<file path="config.mk">
export PLATFORM = sky130hd
export DESIGN_NAME = crt1
export DESIGN_NICKNAME = d
export VERILOG_FILES = /design/src/rtl/crt1_pkg.sv /design/src/rtl/crt1_lut.sv /design/src/rtl/crt1.sv
export SDC_FILE = /design/constraint.sdc
export NUM_CORES = 1
export LEC_CHECK = 0
export CAP_MARGIN = 30
export CORE_UTILIZATION = 45
export DETAILED_ROUTE_END_ITERATION = 7
export PLACE_DENSITY = 0.76
export REMOVE_ABC_BUFFERS = 1
export SLEW_MARGIN = 20
export SYNTH_ARGS = -nofsm -noshare
export SYNTH_HDL_FRONTEND = slang
export SYNTH_SLANG_ARGS = --single-unit
</file>
<file path="constraint.sdc">
create_clock -name clk -period 1.7 [get_ports clk]
set_input_delay 0.17 -clock clk [delete_from_list [all_inputs] [get_ports clk]]
set_output_delay 0.17 -clock clk [all_outputs]
set_load 0.02 [all_outputs]
</file>
<file path="src/rtl/crt1_pkg.sv">
// Shared constants and types for the crt1 truth-table cell.
package crt1_pkg;

  localparam int unsigned MT_W = 8;
  localparam int unsigned IDX_W = 3;

  localparam logic [MT_W-1:0] CRT1_TT_MAJORITY = 8'hE8;
  localparam logic [MT_W-1:0] CRT1_TT_PARITY   = 8'h96;

  typedef logic [MT_W-1:0] minterm_t;

endpackage

</file>
<file path="src/rtl/crt1_lut.sv">
// Combinational minterm decode and truth-table select for {a,b,c}.
module crt1_lut
  import crt1_pkg::*;
#(
  parameter logic [MT_W-1:0] TRUTH_TABLE = CRT1_TT_MAJORITY
) (
  input  logic           a,
  input  logic           b,
  input  logic           c,
  output logic           y_c,
  output logic [MT_W-1:0] minterm_c
);

  logic [IDX_W-1:0] m;

  assign m         = {a, b, c};
  assign minterm_c = minterm_t'(1) << m;
  assign y_c       = TRUTH_TABLE[m];

endmodule

</file>
<file path="src/rtl/crt1.sv">
// Registered truth-table cell with one-hot minterm and saturating y-change counter.
module crt1
  import crt1_pkg::*;
#(
  parameter logic [MT_W-1:0] TRUTH_TABLE = CRT1_TT_MAJORITY,
  parameter int              CNT_W       = 8
) (
  input  logic             clk,
  input  logic             rst_n,
  input  logic             a,
  input  logic             b,
  input  logic             c,
  output logic             y,
  output logic [MT_W-1:0]  minterm,
  output logic [CNT_W-1:0] y_toggles
);

  logic     y_c;
  minterm_t minterm_c;

  crt1_lut #(
    .TRUTH_TABLE(TRUTH_TABLE)
  ) u_lut (
    .a        (a),
    .b        (b),
    .c        (c),
    .y_c      (y_c),
    .minterm_c(minterm_c)
  );

  // Counter compares the incoming y against the held one, so the first
  // edge after reset counts a 0->1 change like any other.
  always_ff @(posedge clk or negedge rst_n) begin
    if (!rst_n) begin
      y         <= 1'b0;
      minterm   <= '0;
      y_toggles <= '0;
    end else begin
      y       <= y_c;
      minterm <= minterm_c;
      if ((y_c != y) && (y_toggles != {CNT_W{1'b1}}))
        y_toggles <= y_toggles + CNT_W'(1);
    end
  end

endmodule

</file>
==> results of run 1 <==
==> kinds of logic (layout without fill, tap and decap cells) <==
| logic type | Yosys count | count (layout) |
|---|---|---|
| fa+ha+maj | 2 | 2 |
| xor+xnor | 4 | 4 |
| simple gates | 25 | 25 |
| compound gates | 7 | 7 |
| buf+inv | 3 | 31 |
| mux | 2 | 2 |
| flops | 17 | 17 |
==> flip-flops by register name, summed over array words and instances, names as in the netlist <==
| name | count |
|---|---|
| minterm | 8 |
| y_toggles | 8 |
| y | 1 |
==> final timing paths <==
path	end	slack (ns)
min in group clk	y_toggles[0]$_DFFE_PN0P_	0.53
max in group asynchronous	y_toggles[3]$_DFFE_PN0P_	1.33
min reg2reg	y_toggles[0]$_DFFE_PN0P_	0.53
min	y_toggles[7]$_DFFE_PN0P_	0.18
max	y	0.12
max reg2reg	y_toggles[1]$_DFFE_PN0P_	0.15
==> cell usage after synthesis, types with 2 or more instances <==
master | n | area [um2]
dfrtp_1 | 17 | 425.4
nand2_1 | 5 | 18.77
a21oi_1 | 3 | 15.01
a31oi_1 | 3 | 18.77
buf_6 | 3 | 33.78
nor3b_1 | 3 | 22.52
and3_1 | 2 | 12.51
and3_2 | 2 | 15.01
and3b_2 | 2 | 20.02
nand4_1 | 2 | 12.51
nor2_1 | 2 | 7.510
nor2b_1 | 2 | 12.51
xor2_1 | 2 | 17.52
==> power breakdown <==
group          internal, uW  switching [uW]  total (uW)  leakage, uW
Sequential              494             112         605     0.000217
Clock                  87.7             131         219    0.0000177
Combinational           297             260         556     0.000236
Total                   878             503        1380     0.000470
==> per-layer routing <==
metal	global-route usage, %	up-vias	wire [um]
li1	-	270	-
met1	20.72	273	550
met2	32.84	17	724
met3	4.681	5	76
met4	10.91	0	38
met5	0	-	0
==> cell type report <==
type | count | area share [%]
well taps | 16 | 1.942
clock inverters | 1 | 0.4854
multi-input cells | 40 | 29.37
clock buffers | 3 | 2.184
flip-flops and latches | 17 | 41.26
repair buffers | 27 | 24.76
==> through the flow <==
stage / hold slack [ns] / instances / instance area, um2
final: 0.1846 / 104 / 1031
after global routing: 0.1926 / 104 / 1031
after CTS: 0.1880 / 104 / 1031
after detailed placement: 0.5146 / 100 / 1003
after global placement: 0.5092 / 100 / 1003
after floorplan: -0.1256 / 57 / 728.2
==> cells in the final DEF, fill, tap and decap left out, types with 2 or more instances in the layout <==
cell type and n:
buf_4 6, a31oi_1 3, dfrtp_1 17, nor2b_1 2, and3_2 2, a21oi_1 3, xor2_1 2, clkdlybuf4s50_1 21
and3_1 2, clkbuf_4 3, nor2_1 2, nor3b_1 3, nand4_1 2, and3b_2 2, nand2_1 5
==> qor.yml, run 1 <==
final_layout:
  insertedDiodeCount: 0
  syn_to_final_growth_pct: 35.30
  layout.nets: 95
  drive_gt1_share_pct: 20.45
  fin_util_pct: 66.88
  final-seq-area_um2: 425.4
  n_fill_cell: 122
  multi_input_area_um2: 302.8
synthesis:
  synth_flop_cell: "dfrtp_1"
  netlist_instances: 60
  synth-xor-area-share_pct: 7.061
  netlist_area_um2: 762.0
  synth_adder_area_share_pct: 3.448
  synth_edf_count: 0
  synthMuxAreaShare_pct: 3.448
  synthSimpleGateAreaFrac_pct: 20.36
  synth_compound_area_share_pct: 5.419
  async_flop_share_pct: 100.0
  yosysSeqAreaShare_pct: 55.83
  ys_types: 25
  synth_seq_cells: 17
  synth_top_family_by_area: "simple AND/OR/NAND/NOR gates"
  ys.warnings.count: 0
  postSynthAreaPerCell_um2: 12.70
timing:
  fin_ws_ns: 0.1232
  relSlewSlack_pct: 83.71
  worst_slew_pin_slew_ns: 0.2422
  skew_ns: 0.003428
  finalSetupViolCount: 0
  finalSetupTns_ns: 0
  max_freq_mhz: 634.2
  rsz0062_at_grt: "no"
  period_share_pct: 92.75
  final_hold_viol_count: 0
  finalCriticalPeriod_ns: 1.577
  finalMaxSlewViolations: 0
placement:
  dp_hpwl_mm: 1.025
  pre_cts_ws_ns: -0.07587
  port_buffers: 21
  globalplace.congestion: 0.8028
clocking:
  clock-sinks: 17
  cts.hold.buffers_added: 0
  cts_setup_buffers: 0
  numCtsBuffers: 3
  cts-root-buf: "clkbuf_4"
  cts_tree: "yes"
  clk_pin_slew_ns: 0.10
  cts-resized-gates: 0
  htreeDepth: 1
  insertion_delay_ns: 0.30
  cts.path.max_buffers: 2
floorplan:
  die_h_um: 43.15
  rows: 14
  ios: 22
  dieArea_um2: 1862
  initial_core_util_pct: 49.43
  die_x_um: 43.15
  core_area_um2: 1541
routing:
  vias_per_cell: 5.433
  first_pass_iters: 2
  drc: 0
  routed_wl_mm: 1.390
  wire_per_inst_um: 13.37
  vias: 565
  initialDrtViolationCount: 5
  drtAntennaViolNets: 0
min_path:
  hold_path_class: "input pin to asynchronous set/reset pin"
critical_path:
  r2r_cells: 5
  worstSetupStartpoint: "y$_DFF_PN0_"
  worstSetupPathType: "flip-flop to output pin"
  cpLargestDelayFamily: "buffers and inverters"
  crit_path_cell_trace: "clkdlybuf4s50_1"
  slowest_stage: "clkdlybuf4s50_1"
  r2r_start: "y_toggles[0]$_DFFE_PN0P_"
  path_depth: 1
  path_buf_inv: 1
  critPathCaptureType: "output pin"
  required_ns: 1.53
  crit_path_max_incr_delay_ns: 0.64
  arrival_ns: 1.41
  cp-start-kind: "flip-flop"
  cp_max_fo: 2
global_route:
  first_global_vias: 571
  grt_max_degree: 18
  grt_usage_pct: 18.99
  antenna_found_initial: 0
  grt_pass1_wl_mm: 2.497
  gr-total-overflow: 0
status:
  status: "complete, no violations"
flow_run:
  maxCapViolCount: 0
power_and_ir_drop:
  power_per_cell_area_nw_per_um2: 1339
  ir_drop_v: 0.0009158
  leakage_uw: 0.0004704
  p_total_uw: 1381
No activity file was read; power rests on OpenSTA's default activity.
==> run 2: changes to the inputs <==
--- a/config.mk
+++ b/config.mk
@@ -8,8 +8,9 @@
 export CAP_MARGIN = 30
 export CORE_UTILIZATION = 45
 export DETAILED_ROUTE_END_ITERATION = 7
-export PLACE_DENSITY = 0.76
+export PLACE_DENSITY = 0.84
 export REMOVE_ABC_BUFFERS = 1
+export SETUP_SLACK_MARGIN = 0.5
 export SLEW_MARGIN = 20
 export SYNTH_ARGS = -nofsm -noshare
 export SYNTH_HDL_FRONTEND = slang
==> qor.yml, run 2 (same netlist as run 1, synthesis figures left out) <==
status:
  status: "complete, no violations"
clocking:
  cts_tree: "yes"
  cts.path.max_buffers: 2  # unchanged
  cts-root-buf: "clkbuf_4"
  htreeDepth: 1  # unchanged
  insertion_delay_ns: 0.30  # about the same
  clk_pin_slew_ns: 0.11  # about the same
  cts.hold.buffers_added: 0  # unchanged
  clock-sinks: 17  # unchanged
  numCtsBuffers: 3  # unchanged
global_route:
  first_global_vias: 639  # +12%
  met2_usage_pct: 36.12  # +3.3 points
  busiest_layer: "met2"
  grt_max_degree: 18  # unchanged
  grt_pass1_wl_mm: 2.842  # +14%
  use_met1_pct: 23.76  # +3.0 points
  grt_usage_pct: 20.76  # +1.8 points
  gr-total-overflow: 0  # unchanged
  met3_usage_pct: 4.681  # unchanged
  antenna_found_initial: 0  # unchanged
timing:
  hold_slack_ns: 0.1826  # -0.001979 ns
  max_freq_mhz: 703.0  # +11%
  final_hold_viol_count: 0  # unchanged
  rsz0062_at_grt: "yes"
  finalMaxSlewViolations: 0  # unchanged
  finalSetupViolCount: 0  # unchanged
  skew_ns: 0.01572  # +0.01229 ns
  finalCriticalPeriod_ns: 1.422  # -0.1544 ns
  period_share_pct: 83.67  # -9.1 points
  relSlewSlack_pct: 84.68  # +0.97 points
  finalSetupTns_ns: 0  # unchanged
  fin_ws_ns: 0.2776  # +0.1544 ns
  worst_slew_pin_slew_ns: 0.2288  # -0.01346 ns
floorplan:
  core_area_um2: 1541  # unchanged
  rows: 14  # unchanged
  initial_core_util_pct: 49.43  # unchanged
  dieArea_um2: 1862  # unchanged
  die_x_um: 43.15  # unchanged
  ios: 22  # unchanged
  die_h_um: 43.15  # unchanged
final_layout:
  final_cell_mix: "buf_4, dfrtp_1, dlygate4sd2_1"
  top_regs: "minterm: 8 flops, y_toggles: 8 flops, y: 1 flops"
  mostFrequentLayoutCell: "buf_4"
  insertedDiodeCount: 0  # unchanged
  layout.nets: 108  # +14%
  fin_util_pct: 73.86  # +7.0 points
  syn_to_final_growth_pct: 49.42
  n_fill_cell: 119  # -2.5%
  drive_gt1_share_pct: 52.48  # +32 points
routing:
  first_pass_iters: 4  # +2
  drtAntennaViolNets: 0  # unchanged
  vias: 632  # +12%
  drc: 0  # unchanged
  vias_per_cell: 5.402  # -0.57%
  wire_per_inst_um: 15.55  # +16%
  routed_wl_mm: 1.819  # +31%
  initialDrtViolationCount: 15  # +10
critical_path:
  cp_max_fo: 3  # +1
  critPathCaptureType: "flip-flop"
  arrival_ns: 1.62  # +0.21 ns
  cp-start-kind: "flip-flop"
  worstSetupStartpoint: "y_toggles[1]$_DFFE_PN0P_"
  required_ns: 1.90  # +0.37 ns
  r2r_cells: 5  # unchanged
  r2r_start: "y_toggles[1]$_DFFE_PN0P_"
  worstSetupPathType: "flip-flop to flip-flop"
power_and_ir_drop:
  p_total_uw: 1616  # +17%
  ir_drop_v: 0.001040  # +14%
  leakage_uw: 0.0005769  # +23%
  power_per_cell_area_nw_per_um2: 1419  # +6.0%
placement:
  port_buffers: 21  # unchanged
  pre_cts_ws_ns: -0.03696  # +0.03891 ns
  dp_hpwl_mm: 1.058  # +3.2%
  globalplace.congestion: 0.7996  # -0.40%
flow_run:
  maxCapViolCount: 0  # unchanged
min_path:
  hold_path_class: "input pin to asynchronous set/reset pin"
==> run 2: cell count changes in the layout (fill, tap and decap cells not counted), moves of 2 or more <==
cell and change:
clkdlybuf4s50_1 -20, buf_4 +10, dlygate4sd2_1 +10, buf_6 +4
dfrtp_1 -4, dfrtp_2 +4, buf_2 +3, clkbuf_2 +3
a21oi_1 -2, a21oi_2 +2, and3_4 +2, clkdlybuf4s15_2 +2
==> run 2: layout make-up <==
cell class	count	area (um2)	area share (%)
Sequential cell	17	430.4	37.80
Timing Repair Buffer	40	325.3	28.57
Multi-Input combinational cell	40	335.3	29.45
Tap cell	16	20.02	1.758
Clock inverter	1	5.005	0.4396
Clock buffer	3	22.52	1.978
==> run 2: worst max-delay path, stage by stage (launching register included) <==
cell	delay, ns
dfrtp_1	0.41
ha_2	0.20
and3_4	0.19
nand2_2	0.06
and2_4	0.16
mux2_4	0.29
==> run 2: routing by layer <==
metal	vias to the layer above	share of wire [%]
li1	295	-
met1	311	37
met2	24	56
met3	2	5.8
met4	0	1.0
met5	-	0
==> run 2: timing repair <==
action / 4_1_cts / 5_1_grt
setup endpoints to repair: 25 / 18
pin swaps: 7 / 3
buffers inserted: 8 / 5
gates resized for setup: 45 / 18
gates cloned: 0 / 0
==> run 2: worst paths after layout <==
kind / to / slack, ns
min in group clk: minterm[1]$_DFF_PN0_ / 0.32
max in group asynchronous: y_toggles[4]$_DFFE_PN0P_ / 1.30
hold reg to reg: y_toggles[4]$_DFFE_PN0P_ / 0.55
setup / recovery: y_toggles[1]$_DFFE_PN0P_ / 0.28
hold / removal: y_toggles[0]$_DFFE_PN0P_ / 0.18
setup reg to reg: y_toggles[1]$_DFFE_PN0P_ / 0.28
==> run 2: power breakdown <==
part           switching, uW  internal [uW]  total [uW]
clock                    131           87.5         219
sequential              97.9            499         597
combinational            375            425         800
total                    604           1010        1620
==> run 2: per-stage QoR <==
step                      cells  cell area [um2]
final                       117             1139
after global routing        117             1139
after CTS                   112             1115
after detailed placement    100             1003
after global placement      100             1003
after floorplan              57            728.2
